### config.mk
export PLATFORM = sky130hd
export DESIGN_NAME = id_ex_pipe_stage
export DESIGN_NICKNAME = d
export VERILOG_FILES = /design/src/rtl/id_ex_pipe_stage.sv
export SDC_FILE = /design/constraint.sdc
export NUM_CORES = 1
export LEC_CHECK = 0
export CORE_MARGIN = 5
export CORE_UTILIZATION = 50
export DETAILED_ROUTE_END_ITERATION = 10
export PLACE_DENSITY = 0.8
export SYNTH_ARGS = -nofsm -noshare
export SYNTH_HDL_FRONTEND = slang
export SYNTH_SLANG_ARGS = --single-unit
export TNS_END_PERCENT = 50
### constraint.sdc
create_clock -name Clk -period 18.35 [get_ports Clk]
set_clock_uncertainty 0.1 [all_clocks]
set_input_delay 3.67 -clock Clk [delete_from_list [all_inputs] [get_ports Clk]]
set_output_delay 3.67 -clock Clk [all_outputs]
set_load 0.03 [all_outputs]
### src/rtl/id_ex_pipe_stage.sv
// Pipeline register between two stages with valid/ready flow control and a 2-entry skid.
// in_ready comes straight from a flop; flush squashes held entries; perf counters saturate.
module id_ex_pipe_stage #(
    parameter int unsigned       CTRL_W      = 18,
    parameter int unsigned       DATA_W      = 170,
    parameter logic [CTRL_W-1:0] BUBBLE_CTRL = '0,
    parameter int unsigned       CNT_W       = 16
) (
    input  logic              Clk,
    input  logic              Rst,
    input  logic              flush,
    input  logic              in_valid,
    output logic              in_ready,
    input  logic [CTRL_W-1:0] in_ctrl,
    input  logic [DATA_W-1:0] in_data,
    output logic              out_valid,
    input  logic              out_ready,
    output logic [CTRL_W-1:0] out_ctrl,
    output logic [DATA_W-1:0] out_data,
    output logic [CNT_W-1:0]  stall_cnt,
    output logic [CNT_W-1:0]  bubble_cnt
);

    // Bit 0 = main entry valid, bit 1 = skid free; both outputs are bare flop bits.
    typedef enum logic [1:0] {
        StEmpty = 2'b10,
        StOne   = 2'b11,
        StTwo   = 2'b01
    } state_e;

    localparam logic [CNT_W-1:0] CntMax = '1;
    localparam logic [CNT_W-1:0] CntOne = CNT_W'(1);

    state_e              state_q, state_d;
    logic [CTRL_W-1:0]   m_ctrl_q, m_ctrl_d;
    logic [DATA_W-1:0]   m_data_q, m_data_d;
    logic [CTRL_W-1:0]   s_ctrl_q, s_ctrl_d;
    logic [DATA_W-1:0]   s_data_q, s_data_d;
    logic [CNT_W-1:0]    stall_cnt_q, stall_cnt_d;
    logic [CNT_W-1:0]    bubble_cnt_q, bubble_cnt_d;

    logic accept;
    logic fire;

    assign out_valid = state_q[0];
    assign in_ready  = state_q[1];
    assign accept    = in_valid & in_ready;
    assign fire      = out_valid & out_ready;

    always_comb begin
        state_d  = state_q;
        m_ctrl_d = m_ctrl_q;
        m_data_d = m_data_q;
        s_ctrl_d = s_ctrl_q;
        s_data_d = s_data_q;
        if (flush) begin
            // Payload registers are left alone; only occupancy is squashed.
            state_d = StEmpty;
        end else begin
            unique case (state_q)
                StEmpty: begin
                    if (accept) begin
                        state_d  = StOne;
                        m_ctrl_d = in_ctrl;
                        m_data_d = in_data;
                    end
                end
                StOne: begin
                    if (accept && fire) begin
                        m_ctrl_d = in_ctrl;
                        m_data_d = in_data;
                    end else if (accept) begin
                        state_d  = StTwo;
                        s_ctrl_d = in_ctrl;
                        s_data_d = in_data;
                    end else if (fire) begin
                        state_d = StEmpty;
                    end
                end
                StTwo: begin
                    if (fire) begin
                        state_d  = StOne;
                        m_ctrl_d = s_ctrl_q;
                        m_data_d = s_data_q;
                    end
                end
                default: state_d = StEmpty;
            endcase
        end
    end

    // Counters look at the pre-flush occupancy and are never cleared by flush.
    always_comb begin
        stall_cnt_d  = stall_cnt_q;
        bubble_cnt_d = bubble_cnt_q;
        if (out_valid && !out_ready && stall_cnt_q != CntMax) begin
            stall_cnt_d = stall_cnt_q + CntOne;
        end
        if (!out_valid && out_ready && bubble_cnt_q != CntMax) begin
            bubble_cnt_d = bubble_cnt_q + CntOne;
        end
    end

    always_ff @(posedge Clk or posedge Rst) begin
        if (Rst) begin
            state_q      <= StEmpty;
            m_ctrl_q     <= '0;
            m_data_q     <= '0;
            s_ctrl_q     <= '0;
            s_data_q     <= '0;
            stall_cnt_q  <= '0;
            bubble_cnt_q <= '0;
        end else begin
            state_q      <= state_d;
            m_ctrl_q     <= m_ctrl_d;
            m_data_q     <= m_data_d;
            s_ctrl_q     <= s_ctrl_d;
            s_data_q     <= s_data_d;
            stall_cnt_q  <= stall_cnt_d;
            bubble_cnt_q <= bubble_cnt_d;
        end
    end

    assign out_ctrl   = out_valid ? m_ctrl_q : BUBBLE_CTRL;
    assign out_data   = m_data_q;
    assign stall_cnt  = stall_cnt_q;
    assign bubble_cnt = bubble_cnt_q;

endmodule

Yosys cells after proc, flatten, opt, wreduce, memory -nomap -nowiden
Index checks and enable logic that the tools add are counted.
- add/sub/neg operators: 2
- equal/unequal tests: 12
- muxes and demuxes: 16
- bitwise gates (word level): 4
- reductions and logical operators: 11
- operators by type and width (operator ; number):
    two-way mux 170 bit ; 3
    one-hot mux 170 bit (3 select lines) ; 1
    two-way mux 18 bit ; 4
    one-hot mux 18 bit (3 select lines) ; 1
    adder 16 x 1 -> 16 bit, second input constant ; 2
    inequality test 16 bit, second input constant ; 2
    two-way mux 2 bit ; 6
    inequality test 3 bit, second input constant ; 3
    AND reduction 4 bit ; 2
    inequality test 2 bit, second input constant ; 3
    one-hot mux 2 bit (3 select lines) ; 1
    logical AND 1 bit ; 5
    AND reduction 5 bit ; 1
    == test 2 bit, second input constant ; 2
    inequality test 4 bit, second input constant ; 1
    nonzero test 3 bit ; 1
    bitwise AND 1 bit ; 2
    == test 2 x 1 -> 1 bit, second input constant ; 1
    zero test 1 bit ; 2
    inverter 1 bit ; 2
- register bits after elaboration: 410
- output and inout port bits: 222
- logic and storage cells: 52

Depth between registers and ports, before layout
- depth in word-level cells: 6
- gate-level depth with buffers: 10
- mapped depth without buffers: 6

Least setup slack after synthesis
OpenSTA, ideal clock, no wires.
- kind: input -> register
- from: input out_ready
- to: register m_ctrl_q[6]
- library setup time: 126 ps
- arrival: 4868 ps
- path slack: 13256 ps
- stages: 5
- path buffers: 2
- cell sequence: nand4_1 > a2111oi_4 > clkbuf_1 > buf_2 > a21oi_1
- word-level cells in the longest chain between the ends: 4
- elaborated cells between the ends (all ways): 5
- RTL lines (what ; RTL line ; RTL):
    start: declaration ; 17 ; input logic out_ready,
    bitwise AND 1 bit * ; 48 ; assign fire = out_valid & out_ready;
    logical AND 1 bit ; 69 ; if (accept && fire) begin
    inequality test 2 bit (no source line) ; -- ;
    AND reduction 5 bit (no source line) * ; -- ;
    end signal: assignment ; 115 ; m_ctrl_q <= m_ctrl_d;
    end: declaration ; 35 ; logic [CTRL_W-1:0] m_ctrl_q, m_ctrl_d;
Mark *: on every way between the ends. The rest lies on a longest branch, timed or not.
A chain may end at the register's enable or synchronous reset.

Worst setup path after layout
- from: input out_ready
- to: register m_data_q[113], in the netlist out_data[113]
- word-level cells in the longest chain between the ends: 4
- elaborated cells between the ends (all ways): 5
- RTL lines (what ; RTL line ; RTL):
    bitwise AND 1 bit * ; 48 ;
    logical AND 1 bit ; 69 ;
    inequality test 2 bit (no source line) ; -- ;
    AND reduction 5 bit (no source line) * ; -- ;
    end signal: assignment ; 116 ; m_data_q <= m_data_d;
    end: declaration ; 36 ; logic [DATA_W-1:0] m_data_q, m_data_d;
Marked as above.

==> impl_metrics.ini <==
[status]
status = finished clean

[synthesis]
synth_largest_area_cell = dfrtp_1
synth_top_family_by_area = multiplexers
synth_edf_count = 0
synth_cells = 1402
synth_area_leaders = dfrtp_1, mux2_2, mux2i_1
yosys.area_share.simple_pct = 7.05
synth_xor_area_share_pct = 1.16
ys_types = 40
yosys.area_share.adder_pct = 0.433
synth.avg_cell_area_um2 = 12.4
ys.flop_type = dfrtp_1
synth_top_area_share_pct = 59.1
netlist_area_um2 = 17300
syn-num-nets = 1601
async_flop_share_pct = 100
ys_ff_latch = 410
synth_compound_area_share_pct = 6.51
yosysMostFrequentCell = dfrtp_1
ys_seq_area_share_pct = 59.2
ys_warn_count = 0
synth_mux_area_share_pct = 23.2
synthTopCellsByCount = dfrtp_1, nor2_1, a21oi_1

[placed_design]
port_buffers = 414
dpl.hpwl_um = 29200
place_ws_ns = 10.54
gp_congestion = 0.805

[worst_setup_path]
critical_path.slowest_cell = a2111oi_4
cp.required_ns = 18.69
critPathArrivalTime_ns = 7.65
crit_buf_inv = 3
r2r_slack_ns = 13.66
cpMostUsedCell = buf_4
critical_path.endpoint = out_data[113]
crit_path_max_incr_delay_ns = 1.10
end_kind = flop
cpLargestDelayFamily = buffers and inverters
crit_start = out_ready
timing.rr.start = state_q[1]
crit_chain = clkdlybuf4s50_1 -> nand4_1 -> a2111oi_4 -> buf_4 -> buf_4 -> nor2_1 -> a21oi_1
reg2reg_depth = 8
r2r_end = out_data[113]
cp-start-kind = input port
path_depth = 7
critPathKind = in -> reg
crit_fanout = 106

[route]
top_layer = met4
wl_per_cell_um = 18.8
drt-initial-drc-count = 682
dr.pass1.iters = 5
vias = 12116
ant_nets = 0
routed-wl-met2_um = 20600
vias_per_cell = 5.32
dr_wl_met3_um = 3530
wl_met1_um = 17500
drc = 0
totalWireLength_um = 42800

[clock_network]
cts_setup_buffers = 0
cts.sinks = 410
root_buffer = clkbuf_16
clkTransAtPathRegs_ns = 0.06
cts.htree.levels = 2
postCtsResizedCells = 0
cts_inserted_buffers = 44
ctsHoldBuffers = 0
clk_latency_ns = 0.53
cts_buffer_depth = 3
cts_tree = done

[sta]
fmax_mhz = 137
setup_violations = 0
final-hold-violation-count = 0
relSlewSlack_pct = 20.8
fin_crit_ns = 7.30
rsz0062_at_grt = no
timing.final.crit_share_pct = 39.8
hold_ws_ns = 0.402
drv_slew = 0
setup_ws_ns = 11.05
tightest_slew_ns = 1.19
setup-tns-final_ns = 0

[cells_and_area]
drive_gt1_share_pct = 15.1
multiInputGateArea_um2 = 6670
ff_latch_area_um2 = 10300
syn_to_final_growth_pct = 33.8
final_nets = 1989
post-route-util_pct = 67.4
fill_cells = 2492

[grt]
grt_max_degree = 134
grt_usage_pct = 21.7
grt_pass1_wl_um = 68200
antenna_found_initial = 1
grt_overflow = 0
first_global_vias = 12520

[floorplanning]
die-area_um2 = 38500
core_um2 = 34400
io_pins = 415
rows = 68
die_h_um = 196
start_util_pct = 50.4
die_w_um = 196

[pwr]
power_density_nw_per_um2 = 175
total_power_mw = 4.05
ir_worst_vdd_uv = 117
p_leak_nw = 9.48

[job]
drv_cap = 0

[min_path]
hold_depth = 1
hold_path.class = reg -> reg
==> metal layers <==
layer  vias to the layer above  GRT usage, %
met3                        78          7.08
met1                      6011          28.1
met5                         -             0
met2                       337          35.1
met4                         0          6.39
li1                       5690             -
==> metrics by stage <==
stage | instances | cell area [µm²]
CTS | 2277 | 23200
finish | 2278 | 23200
global placement | 2199 | 21800
global route | 2278 | 23200
floorplan | 1402 | 17300
detailed placement | 2199 | 21800
==> worst min-delay path by stage <==
| stage | slack, ns | startpoint | end |
|---|---|---|---|
| floorplan | 0.38 | s_ctrl_q[0] | s_ctrl_q[0] |
| global placement | 0.39 | stall_cnt[11] | stall_cnt[11] |
| detailed placement | 0.39 | s_data_q[133] | s_data_q[133] |
| CTS | 0.41 | s_data_q[133] | s_data_q[133] |
| global route | 0.41 | s_data_q[99] | s_data_q[99] |
| finish | 0.40 | s_data_q[5] | s_data_q[5] |
==> worst reg2reg max path, stage by stage (launching register included) <==
cell	delay, ns
dfstp_2	0.64
inv_1	0.12
ha_4	0.38
a21boi_0	0.27
a2111oi_4	1.03
buf_4	0.92
buf_4	0.79
nor2_1	0.18
a21oi_1	0.18
==> final cells by class <==
type                       count  area share (%)
multi-input combinational    899            28.8
clock inverter                12           0.567
antenna                        1          0.0108
tap                          455            2.46
sequential                   410            44.3
clock buffer                  66            5.45
timing repair buffer         429            18.4
inverter                       6           0.130
==> cells in the final DEF (no fill, tap or decap), types with 3 or more instances in the layout <==
cell	count
nand2_1	8
mux2_2	190
buf_4	15
clkinv_2	6
nand4_1	10
nor2b_1	3
a21boi_0	3
dfrtp_1	409
inv_1	5
ha_1	5
a31oi_1	5
nor4_1	4
o21ai_0	3
a21oi_1	193
clkbuf_8	8
nor3_1	5
and2_1	18
xnor2_1	5
xor2_1	18
clkdlybuf4s50_1	414
mux2i_1	188
nor4b_1	4
clkbuf_1	14
nand3_1	13
nor2_1	203
clkbuf_16	44
==> cell families after synthesis <==
logic type                 Yosys count
xor gates and xnor gates            23
and+or+nand+nor                    279
buffers and inverters               93
muxes                              378
adders and majority gates            6
DFF                                410
AOI/OAI and AO/OA                  213
==> sequential cells by signal, indices dropped and copies added, names as in the netlist <==
signal      flops
out_data      170
s_data_q      170
m_ctrl_q       18
s_ctrl_q       18
bubble_cnt     16
stall_cnt      16
state_q         2
==> power by group <==
| part | internal, mW | switching [mW] |
|---|---|---|
| Sequential | 1.32 | 0.240 |
| Clock | 0.504 | 0.347 |
| Combinational | 0.726 | 0.909 |
(Power assumes the default switching activity.)
